[src/rtl/mips_pipe_cpu_hz.sv]
// mips_pipe_cpu_hz: 5-stage MIPS-subset pipeline (IF/ID/EX/MEM/WB) with
// hazard detection, load-use stall, BEQ resolved in EX with a 2-bubble flush,
// and external combinational instruction/data memory ports.
//
// Optional feature macro: MIPS_PIPE_FWD_EN
//   defined   : EX/MEM and MEM/WB results forwarded into EX operands; only
//               load-use hazards stall.
//   undefined : no forwarding; ID stalls while a source matches a writer in
//               EX or MEM (WB is covered by the regfile write-through).
//
// Ports:
//   clock, reset_n           rising-edge clock, async active-low reset
//   imem_addr / imem_rdata   instruction word address (PC[IMEM_AW+1:2]) / word
//   dmem_addr / dmem_wdata   data word address / store data
//   dmem_we / dmem_rdata     store strobe / load data
//   dbg_raddr / dbg_rdata    debug register-file read
//   retire                   valid instruction in WB this cycle
module mips_pipe_cpu_hz #(
  parameter int          IMEM_AW  = 10,
  parameter int          DMEM_AW  = 10,
  parameter logic [31:0] RESET_PC = 32'h0,
  parameter logic [31:0] NOP_INSN = 32'h00000020
) (
  input  logic               clock,
  input  logic               reset_n,
  output logic [IMEM_AW-1:0] imem_addr,
  input  logic [31:0]        imem_rdata,
  output logic [DMEM_AW-1:0] dmem_addr,
  output logic [31:0]        dmem_wdata,
  output logic               dmem_we,
  input  logic [31:0]        dmem_rdata,
  input  logic [4:0]         dbg_raddr,
  output logic [31:0]        dbg_rdata,
  output logic               retire
);

  localparam logic [5:0] OP_R = 6'h00, OP_LW = 6'h23, OP_SW = 6'h2B, OP_BEQ = 6'h04;

  logic [31:0] pc_q, pc_d;
  logic [31:0] ifid_ir_q, ifid_ir_d, ifid_pc_q, ifid_pc_d;
  logic        ifid_v_q, ifid_v_d;
  logic [31:0] idex_ir_q, idex_ir_d, idex_pc_q, idex_pc_d;
  logic [31:0] idex_a_q, idex_a_d, idex_b_q, idex_b_d;
  logic        idex_v_q, idex_v_d;
  logic [31:0] exmem_alu_q, exmem_alu_d, exmem_b_q, exmem_b_d;
  logic [4:0]  exmem_dst_q, exmem_dst_d;
  logic        exmem_v_q, exmem_v_d, exmem_lw_q, exmem_lw_d, exmem_sw_q, exmem_sw_d;
  logic [31:0] memwb_val_q, memwb_val_d;
  logic [4:0]  memwb_dst_q, memwb_dst_d;
  logic        memwb_v_q, memwb_v_d;
  logic [31:0] regs_q [32];

  // ID decode and register read with WB write-through
  logic [5:0]  id_op;
  logic [4:0]  id_rs, id_rt;
  logic        id_uses_rt, wb_we;
  logic [31:0] id_a, id_b;
  assign id_op      = ifid_ir_q[31:26];
  assign id_rs      = ifid_ir_q[25:21];
  assign id_rt      = ifid_ir_q[20:16];
  assign id_uses_rt = (id_op == OP_R) || (id_op == OP_BEQ) || (id_op == OP_SW);
  // memwb_dst_q is zero for bubbles and non-writers, so it alone gates the write
  assign wb_we      = memwb_v_q && (memwb_dst_q != 5'd0);
  assign id_a = (wb_we && memwb_dst_q == id_rs) ? memwb_val_q : regs_q[id_rs];
  assign id_b = (wb_we && memwb_dst_q == id_rt) ? memwb_val_q : regs_q[id_rt];

  // EX decode
  logic [5:0]  ex_op, ex_funct;
  logic [4:0]  ex_rs, ex_rt, ex_rd, ex_dst;
  logic [31:0] ex_sext, ex_a, ex_b, ex_alu, ex_target;
  logic        ex_taken, ex_is_lw;
  assign ex_op    = idex_ir_q[31:26];
  assign ex_rs    = idex_ir_q[25:21];
  assign ex_rt    = idex_ir_q[20:16];
  assign ex_rd    = idex_ir_q[15:11];
  assign ex_funct = idex_ir_q[5:0];
  assign ex_sext  = {{16{idex_ir_q[15]}}, idex_ir_q[15:0]};
  assign ex_is_lw = idex_v_q && (ex_op == OP_LW);

  always_comb begin
    ex_dst = 5'd0;
    if (idex_v_q) begin
      if (ex_op == OP_R && (ex_funct == 6'd32 || ex_funct == 6'd34 || ex_funct == 6'd36 ||
                            ex_funct == 6'd37 || ex_funct == 6'd42))
        ex_dst = ex_rd;
      else if (ex_op == OP_LW)
        ex_dst = ex_rt;
    end
  end

`ifdef MIPS_PIPE_FWD_EN
  // A load in MEM never needs forwarding: the load-use stall keeps its consumer back a cycle.
  logic exmem_fwd_ok;
  assign exmem_fwd_ok = exmem_v_q && !exmem_lw_q && (exmem_dst_q != 5'd0);
  assign ex_a = (exmem_fwd_ok && exmem_dst_q == ex_rs) ? exmem_alu_q :
                (wb_we && memwb_dst_q == ex_rs)        ? memwb_val_q : idex_a_q;
  assign ex_b = (exmem_fwd_ok && exmem_dst_q == ex_rt) ? exmem_alu_q :
                (wb_we && memwb_dst_q == ex_rt)        ? memwb_val_q : idex_b_q;
`else
  assign ex_a = idex_a_q;
  assign ex_b = idex_b_q;
`endif

  always_comb begin
    ex_alu = 32'd0;
    if (ex_op == OP_R) begin
      case (ex_funct)
        6'd32:   ex_alu = ex_a + ex_b;
        6'd34:   ex_alu = ex_a - ex_b;
        6'd36:   ex_alu = ex_a & ex_b;
        6'd37:   ex_alu = ex_a | ex_b;
        6'd42:   ex_alu = {31'd0, $signed(ex_a) < $signed(ex_b)};
        default: ex_alu = 32'd0;
      endcase
    end else if (ex_op == OP_LW || ex_op == OP_SW) begin
      ex_alu = ex_a + ex_sext;
    end
  end

  assign ex_taken  = idex_v_q && (ex_op == OP_BEQ) && (ex_a == ex_b);
  assign ex_target = idex_pc_q + 32'd4 + {ex_sext[29:0], 2'b00};

  // Hazard detection against the decoded destinations downstream
  logic hit_ex, hit_mem, stall;
  assign hit_ex  = (ex_dst != 5'd0) &&
                   (ex_dst == id_rs || (id_uses_rt && ex_dst == id_rt));
  assign hit_mem = (exmem_dst_q != 5'd0) &&
                   (exmem_dst_q == id_rs || (id_uses_rt && exmem_dst_q == id_rt));
`ifdef MIPS_PIPE_FWD_EN
  assign stall = ifid_v_q && ex_is_lw && hit_ex;
`else
  assign stall = ifid_v_q && (hit_ex || hit_mem);
`endif

  always_comb begin
    pc_d      = pc_q + 32'd4;
    ifid_ir_d = imem_rdata;
    ifid_pc_d = pc_q;
    ifid_v_d  = 1'b1;
    idex_ir_d = ifid_ir_q;
    idex_pc_d = ifid_pc_q;
    idex_a_d  = id_a;
    idex_b_d  = id_b;
    idex_v_d  = ifid_v_q;
    // A taken branch is older than the stalled instruction, so it wins.
    if (ex_taken) begin
      pc_d      = ex_target;
      ifid_ir_d = NOP_INSN;
      ifid_v_d  = 1'b0;
      idex_ir_d = NOP_INSN;
      idex_v_d  = 1'b0;
    end else if (stall) begin
      pc_d      = pc_q;
      ifid_ir_d = ifid_ir_q;
      ifid_pc_d = ifid_pc_q;
      ifid_v_d  = ifid_v_q;
      idex_ir_d = NOP_INSN;
      idex_v_d  = 1'b0;
    end
    exmem_alu_d = ex_alu;
    exmem_b_d   = ex_b;
    exmem_dst_d = ex_dst;
    exmem_v_d   = idex_v_q;
    exmem_lw_d  = ex_is_lw;
    exmem_sw_d  = idex_v_q && (ex_op == OP_SW);
    memwb_val_d = exmem_lw_q ? dmem_rdata : exmem_alu_q;
    memwb_dst_d = exmem_dst_q;
    memwb_v_d   = exmem_v_q;
  end

  always_ff @(posedge clock or negedge reset_n) begin
    if (!reset_n) begin
      pc_q        <= RESET_PC;
      ifid_ir_q   <= NOP_INSN;
      ifid_pc_q   <= 32'd0;
      ifid_v_q    <= 1'b0;
      idex_ir_q   <= NOP_INSN;
      idex_pc_q   <= 32'd0;
      idex_a_q    <= 32'd0;
      idex_b_q    <= 32'd0;
      idex_v_q    <= 1'b0;
      exmem_alu_q <= 32'd0;
      exmem_b_q   <= 32'd0;
      exmem_dst_q <= 5'd0;
      exmem_v_q   <= 1'b0;
      exmem_lw_q  <= 1'b0;
      exmem_sw_q  <= 1'b0;
      memwb_val_q <= 32'd0;
      memwb_dst_q <= 5'd0;
      memwb_v_q   <= 1'b0;
    end else begin
      pc_q        <= pc_d;
      ifid_ir_q   <= ifid_ir_d;
      ifid_pc_q   <= ifid_pc_d;
      ifid_v_q    <= ifid_v_d;
      idex_ir_q   <= idex_ir_d;
      idex_pc_q   <= idex_pc_d;
      idex_a_q    <= idex_a_d;
      idex_b_q    <= idex_b_d;
      idex_v_q    <= idex_v_d;
      exmem_alu_q <= exmem_alu_d;
      exmem_b_q   <= exmem_b_d;
      exmem_dst_q <= exmem_dst_d;
      exmem_v_q   <= exmem_v_d;
      exmem_lw_q  <= exmem_lw_d;
      exmem_sw_q  <= exmem_sw_d;
      memwb_val_q <= memwb_val_d;
      memwb_dst_q <= memwb_dst_d;
      memwb_v_q   <= memwb_v_d;
    end
  end

  always_ff @(posedge clock or negedge reset_n) begin
    if (!reset_n) begin
      for (int i = 0; i < 32; i++) regs_q[i] <= 32'(i);
    end else if (wb_we) begin
      regs_q[memwb_dst_q] <= memwb_val_q;
    end
  end

  assign imem_addr  = pc_q[IMEM_AW+1:2];
  assign dmem_addr  = exmem_alu_q[DMEM_AW+1:2];
  assign dmem_wdata = exmem_b_q;
  assign dmem_we    = exmem_sw_q;
  assign dbg_rdata  = regs_q[dbg_raddr];
  assign retire     = memwb_v_q;

endmodule

[config.mk]
export PLATFORM = sky130hd
export DESIGN_NAME = mips_pipe_cpu_hz
export DESIGN_NICKNAME = d
export VERILOG_FILES = /design/src/rtl/mips_pipe_cpu_hz.sv
export SDC_FILE = /design/constraint.sdc
export NUM_CORES = 2
export LEC_CHECK = 0
export CAP_MARGIN = 15
export CORE_MARGIN = 3
export CORE_UTILIZATION = 55
export CTS_BUF_LIST = sky130_fd_sc_hd__clkbuf_4 sky130_fd_sc_hd__clkbuf_8 sky130_fd_sc_hd__clkbuf_16
export DETAILED_ROUTE_END_ITERATION = 10
export GPL_TIMING_DRIVEN = 1
export PLACE_DENSITY = 0.72
export SLEW_MARGIN = 15
export SYNTH_ARGS = -nofsm -noshare
export SYNTH_HDL_FRONTEND = slang
export SYNTH_SLANG_ARGS = --single-unit
[constraint.sdc]
create_clock -name clock -period 6.8 [get_ports clock]
set_input_delay 1.36 -clock clock [delete_from_list [all_inputs] [get_ports clock]]
set_output_delay 1.36 -clock clock [all_outputs]
set_load 0.01 [all_outputs]
==> Word-level counts from Yosys, hierarchy flattened <==
Cells that the tools add are included.
{ "word_totals": {"reg_bits": 1360, "input_bits": 71, "out_inout_bits": 86, "wordCells": 148} }
{ "classes": {"addsub": 6, "n_lt_le_gt_ge": 6, "eq_ne": 18, "mux": 33, "n_bitwise": 6, "reduce_logical": 29} }
{ "ops": {"columns": ["op", "n"], "rows": [
  ["1024-bit bitwise mux", 1],
  ["32-bit two-way mux", 20],
  ["32-bit binary-select mux with 5-bit select", 3],
  ["32-bit demux with 5-bit select", 1],
  ["32-bit case mux with 5 select lines", 1],
  ["32-bit adder", 3],
  ["32-bit by 3-bit adder with 32-bit output, second input constant", 2],
  ["6-bit equality test, second input constant", 8],
  ["32-bit AND", 1],
  ["32-bit equality test", 1],
  ["32-bit less-than comparator", 1],
  ["32-bit OR", 1],
  ["32-bit subtractor", 1],
  ["5-bit equality test", 6],
  ["6-bit >= comparator, second input constant", 4],
  ["5-bit NOT with 6-bit output", 4],
  ["5-bit two-way mux", 3],
  ["5-bit nonzero test", 3],
  ["1-bit logical AND", 14],
  ["6-bit by 3-bit equality test with 1-bit output, second input constant", 2],
  ["6-bit zero test", 2],
  ["1-bit logical OR", 10],
  ["6-bit by 1-bit less-than comparator with 1-bit output, second input constant", 1],
  ["1-bit two-way mux", 4],
  ["2-bit != test, second input constant", 1]
]} }

==> Depth between registers and ports, before layout <==
{ "logic_depth": {"ltp_word": 16, "depth_mapped": 16} }

==> Worst setup path after synthesis <==
OpenSTA, ideal clock, no wires.
{ "synth_path": {"path_type": "input to output", "startpoint": "input port dbg_raddr[0]", "endpoint": "output port dbg_rdata[10]", "arrival_time_ns": 3.795, "t_required_ns": 5.440, "path_slack_ns": 1.645, "path_stages": 6, "path_buffers": 3, "path_cell_list": "clkbuf_1 buf_1 buf_1 mux4_2 mux4_2 mux2_2"} }
{ "synth_between": {"elab_chain_cells": 4} }
{ "synth_rtl": {"columns": ["item", "line_no", "rtl"], "rows": [
  ["start, declared", "32", "input logic [4:0] dbg_raddr,"],
  ["5-bit NOT with 6-bit output (not written as such)", "225", "assign dbg_rdata = regs_q[dbg_raddr];"],
  ["32-bit binary-select mux with 5-bit select", "225", null],
  ["32-bit two-way mux (not written as such) (2 in series)", "225", null],
  ["end, declared", "33", "output logic [31:0] dbg_rdata,"]
]} }
No other way between the ends. The select of a mux whose other input is x is not followed.

==> Worst setup path in the final report <==
{ "layout_path": {"startpoint": "input port dbg_raddr[0]", "endpoint": "output port dbg_rdata[28]"} }
The elaborated chain is that of the path after synthesis.

==> results.md <==
Outcome:
- The run finished with clean final reports.

Drt:
- The detailed-route via count is about 51k.
- The detailed-routing iteration count for the pre-antenna-repair pass is 6.
- In the final routed layout, each cell accounts on average for 32.9 um.
- In the routed design, unresolved DRC markers number 0.
- The iteration-0 DRC count of the detailed router is ~6.0k.
- The remaining number of nets flagged by the antenna check after routing is 0.
- For this block, the routed nets add up to around 230,000 um of wire.
- The average via count per standard cell is 7.11.

Logic synthesis:
- The mean cell area of the mapped netlist is 14.7 um^2.
- The area share of and/or/nand/nor cells after synthesis is 3.08%.
- Counting distinct cell types in the post-synthesis netlist gives 88.
- The post-synthesis mux area share is 44.2%.
- The top-area cell type share of the netlist area is 38.9%.
- The fraction of synthesis flops using an asynchronous set or reset pin is 100%.
- The synthesized flop and latch total is 1,289.
- Of the total synthesized cell area, the portion taken by full adders, half adders and majority gates is 2.44%.
- Synthesis produced a netlist whose cell count is 5,286.
- Of the total synthesized cell area, the portion taken by XOR and XNOR cells is 0.970%.
- In the synthesized netlist the dominant register cell turns out to be sky130_fd_sc_hd__dfrtp_1.
- After synthesis the cells add up to 77,700 um^2.
- The Yosys step of the flow raised 0 warnings.
- Summing the areas of all compound-gate instances in the mapped netlist gives 4.31% of the synthesized area.
- Counting every net in the synthesized netlist gives 5,506.
- The share of the Yosys chip area taken by registers is 41.7%.
- The count of flip-flops with a built-in enable after synthesis is 0.
- By area, the combinational part of the netlist is dominated by multiplexers.
- The largest total area in the synthesized netlist belongs to sky130_fd_sc_hd__dfrtp_1.
- By area the synthesized netlist is led by sky130_fd_sc_hd__dfrtp_1, sky130_fd_sc_hd__mux4_2, sky130_fd_sc_hd__mux2_2.

STA:
- The post-route fraction of the period consumed by the critical path is 81.5%.
- The relative slew slack is 19.8%.
- Summed over all failing endpoints, the final setup total negative slack is 0 ns.
- Setup repair after global routing left no endpoint under its margin.
- Derived from the worst setup path, the maximum achievable clock frequency is 0.180 GHz.
- The measured slew at the worst slew-check pin is 1.20 ns.
- The hold violation total from the final report is 0.
- The shortest period the worst path allows is 5.54 ns.
- The total count of max-transition violations in the final report is 0.
- The final number of setup-violating endpoints is 0.
- The post-route clock skew is 0.0320 ns.

Placed design:
- The post-detailed-placement cell area is a little over 80,000 um^2.
- The weighted congestion at the end of routability-driven global placement is 0.971.
- The number of port buffers is roughly 160.
- The HPWL after detailed placement is 139,000 um.

Pwr:
- The total power of the final layout is 17.7 mW.
- Internal power comes to 13.3 mW.
- In this run the power spent charging and discharging nets is 4.42 mW.
- Per report_power, the combinational group accounts for under 10% of the total.
- Dividing total power by cell area gives a power density of 206 nW/um^2.
- Per report_power, the clock group accounts for around 46% of the total.
- The static leakage power is around 37 nW.
- The sequential cell fraction of total power is 45.4%.
- IR analysis of the VDD net gives a maximum drop of 0.200 mV.
- Net switching is 24.9% of the power.

Clocking:
- Counting the buffers created by CTS gives 140.
- The CTS root buffer is sky130_fd_sc_hd__clkbuf_16.
- After clock tree synthesis, the clock-pin slew on the worst setup and hold paths is 0.06 ns.
- The number of gates resized after CTS was 0.
- The number of clock sinks is 1,289.
- The clock tree from TritonCTS is yes.
- The number of buffers on the longest clock path is 3.
- The count of hold buffers inserted by post-cts repair is 0.
- The maximum level of the CTS H-tree is 4.
- Buffers added to address setup during post-CTS repair amount to 0.
- The clock reaches the later pin of the worst-skew pair after 0.80 ns.

Layout:
- The fraction of final layout cells with drive strength greater than 1 is 48.4%.
- The synthesis-to-layout area growth is 10.3%.
- The net count reported at finish is between 5k and 6k.
- Measured on the finished design, the core utilization comes to 61.3%.
- The finished cells cover 85,700 um^2.
- After filler insertion, the fill cell instance count of the layout stands at 10.4k.

Critical path:
- The data required time of the critical path is 5.44 ns.
- The worst path buffer plus inverter count is 3.
- For the worst flop-to-flop path, the logic depth is 10.
- The cell repeated most along the worst path is sky130_fd_sc_hd__mux4_2.
- The setup path with the least slack is of type in2out.
- The worst setup path is launched from an input pin.
- The critical path runs through a total of 6 cells.
- The arrival time reported for the critical path endpoint is 4.18 ns.
- STA classifies the critical path endpoint as an output pin.
- The setup slack of the most critical reg-to-reg path is 1.87 ns.
- The startpoint of the most critical register-to-register path is idex_ir_q[1].
- In this run the critical register-to-register path is captured at ifid_ir_q[20].
- In this run the worst path has a maximum fanout of 52.
- On the worst path, the slowest cell contributes a delay of 0.56 ns.
- Traced cell by cell, the critical path runs through buf_8, buf_12, mux4_2, mux4_2, mux2_2, clkdlybuf4s50_1.
- The slowest library cell on the worst path is sky130_fd_sc_hd__mux4_2.
- Broken down by cell family, the worst path's largest delay share belongs to multiplexers.

Die:
- The number of standard-cell rows in the floorplan is 137.
- The width of the die is 382 um.
- From bottom edge to top edge, the die measures 382 um.
- 157 I/O pins were placed.
- The floorplan die area is 146,000 um^2.
- For this configuration, the core starts out at a cell density of between 50% and 60%.
- The core area is 140,000 um^2.

Hold path:
- The start point of the worst hold path is exmem_v_q.
- The class of the most critical hold timing path is reg2reg.
- The end point of the most critical hold path is retire.
- The worst hold path was traced through 0 stages.

Global routing:
- Entering global routing, the biggest net connects 171 pins.
- The number of global-route vias before repair was 51.1k.
- The total routing resource utilization after global routing is around 33%.
- The initial antenna violation count is 11.
- The overall overflow remaining after global route is 0.
- The wire length of the first global-routing pass is 350,000 um.

Flow run:
- Across the run, the number of max-cap violations was 0.
worst max path at each step:
stage,startpoint,endpoint
final,dbg_raddr[0],dbg_rdata[28]
after global routing,dbg_raddr[0],dbg_rdata[11]
after CTS,dbg_raddr[0],dbg_rdata[28]
after detailed placement,dbg_raddr[0],dbg_rdata[28]
after global placement,dbg_raddr[0],dbg_rdata[28]
after floorplan,dbg_raddr[0],dbg_rdata[10]
registers in the layout, summed over array words and instances (netlist names):
signal       flops
exmem_alu_q     32
dmem_wdata      32
exmem_v_q        1
idex_pc_d       10
exmem_dst_q      5
ifid_ir_q       32
idex_pc_q       10
idex_ir_q       27
memwb_dst_q      5
exmem_lw_q       1
regs_q        1024
dmem_we          1
ex_a            32
memwb_val_q     32
exmem_v_d        1
ex_b            32
pc_q            10
retire           1
ifid_v_q         1
layout make-up:
type	instances	area [um^2]	area share, %
multi-input cells	3338	43000	50.2
clock buffers	197	4150	4.85
flip-flops and latches	1289	32400	37.8
clock inverters	60	761	0.887
well taps	1876	2350	2.74
inverters	118	443	0.517
repair buffers	250	2580	3.01
diodes	9	22.5	0.0263
power groups by stage:
stage                     Combinational (mW)  Clock [mW]  Sequential (mW)
after floorplan                         1.06           0             8.04
after global placement                  1.57           0             8.16
after detailed placement                1.59           0             8.16
after CTS                               1.60        8.20             8.03
after global routing                    1.72        8.50             8.05
final                                   1.58        8.09             8.03
cell usage in the layout (no fill, tap or decap), drive strengths merged, types with 14 or more instances in the layout:
cell type / netlist / routed
a31oi: 22 / 22
nand2: 156 / 156
o21bai: 20 / 20
clkbuf: 376 / 197
o21ai: 131 / 131
o211ai: 27 / 27
a22oi: 18 / 18
a21o: 29 / 29
clkdlybuf4s50: 0 / 150
nand4: 14 / 14
dfstp: 82 / 82
nand2b: 17 / 17
mux4: 960 / 960
xor2: 28 / 28
a22o: 30 / 30
nor4: 14 / 14
inv: 117 / 125
clkinv: 1 / 35
nor2: 126 / 126
a211oi: 16 / 16
nor3: 22 / 22
dfrtp: 1207 / 1207
a21oi: 118 / 118
o22ai: 14 / 14
buf: 165 / 100
xnor2: 58 / 58
nand3: 36 / 36
ha: 145 / 145
and2: 32 / 32
mux2i: 74 / 74
mux2: 1066 / 1066
Yosys cell counts (all sizes together), types with 5 or more instances:
| cell | number |
|---|---|
| mux2 | 1066 |
| buf | 165 |
| and2 | 32 |
| o22ai | 14 |
| nand4 | 14 |
| nand3b | 8 |
| nor3 | 22 |
| o31a | 5 |
| o21a | 7 |
| a22oi | 18 |
| clkbuf | 376 |
| a21oi | 118 |
| o221ai | 11 |
| dfstp | 82 |
| or3 | 10 |
| a22o | 30 |
| and3 | 8 |
| nor2b | 13 |
| inv | 117 |
| xor2 | 28 |
| and4 | 5 |
| or2 | 13 |
| xnor2 | 58 |
| o31ai | 8 |
| nand3 | 36 |
| a211oi | 16 |
| a21o | 29 |
| o21bai | 20 |
| mux4 | 960 |
| nor3b | 6 |
| mux2i | 74 |
| a31oi | 22 |
| o211ai | 27 |
| dfrtp | 1207 |
| o21ai | 131 |
| nand2 | 156 |
| nor2 | 126 |
| ha | 145 |
| nand2b | 17 |
| nor4 | 14 |
routing by layer:
| metal | global-route usage (%) | wire length [um] | vias to the layer above |
|---|---|---|---|
| li1 | - | - | 20400 |
| met1 | 44.5 | 90800 | 26900 |
| met2 | 49.3 | 108000 | 2826 |
| met3 | 9.48 | 24600 | 648 |
| met4 | 14.0 | 11400 | 2 |
| met5 | 0 | 13 | - |
logic make-up (layout without fill, tap and decap cells):
group | after synthesis | in the layout
flip-flops | 1289 | 1289
adder cells (fa/ha/maj) | 149 | 149
buffers and inverters | 659 | 625
XOR/XNOR | 86 | 86
other | 0 | 9
AO/OA/AOI/OAI | 509 | 509
multiplexers | 2100 | 2100
AND/OR/NAND/NOR | 494 | 494
stage by stage:
step | worst slack (ns) | hold slack [ns] | instances
6_report | 1.26 | 0.360 | 7137
2_1_floorplan | 1.65 | 0.331 | 5286
3_3_place_gp | 1.27 | 0.337 | 6871
4_1_cts | 1.23 | 0.362 | 7128
5_1_grt | 1.13 | 0.365 | 7128
3_5_place_dp | 1.23 | 0.347 | 6871
(Power assumes the default switching activity.)
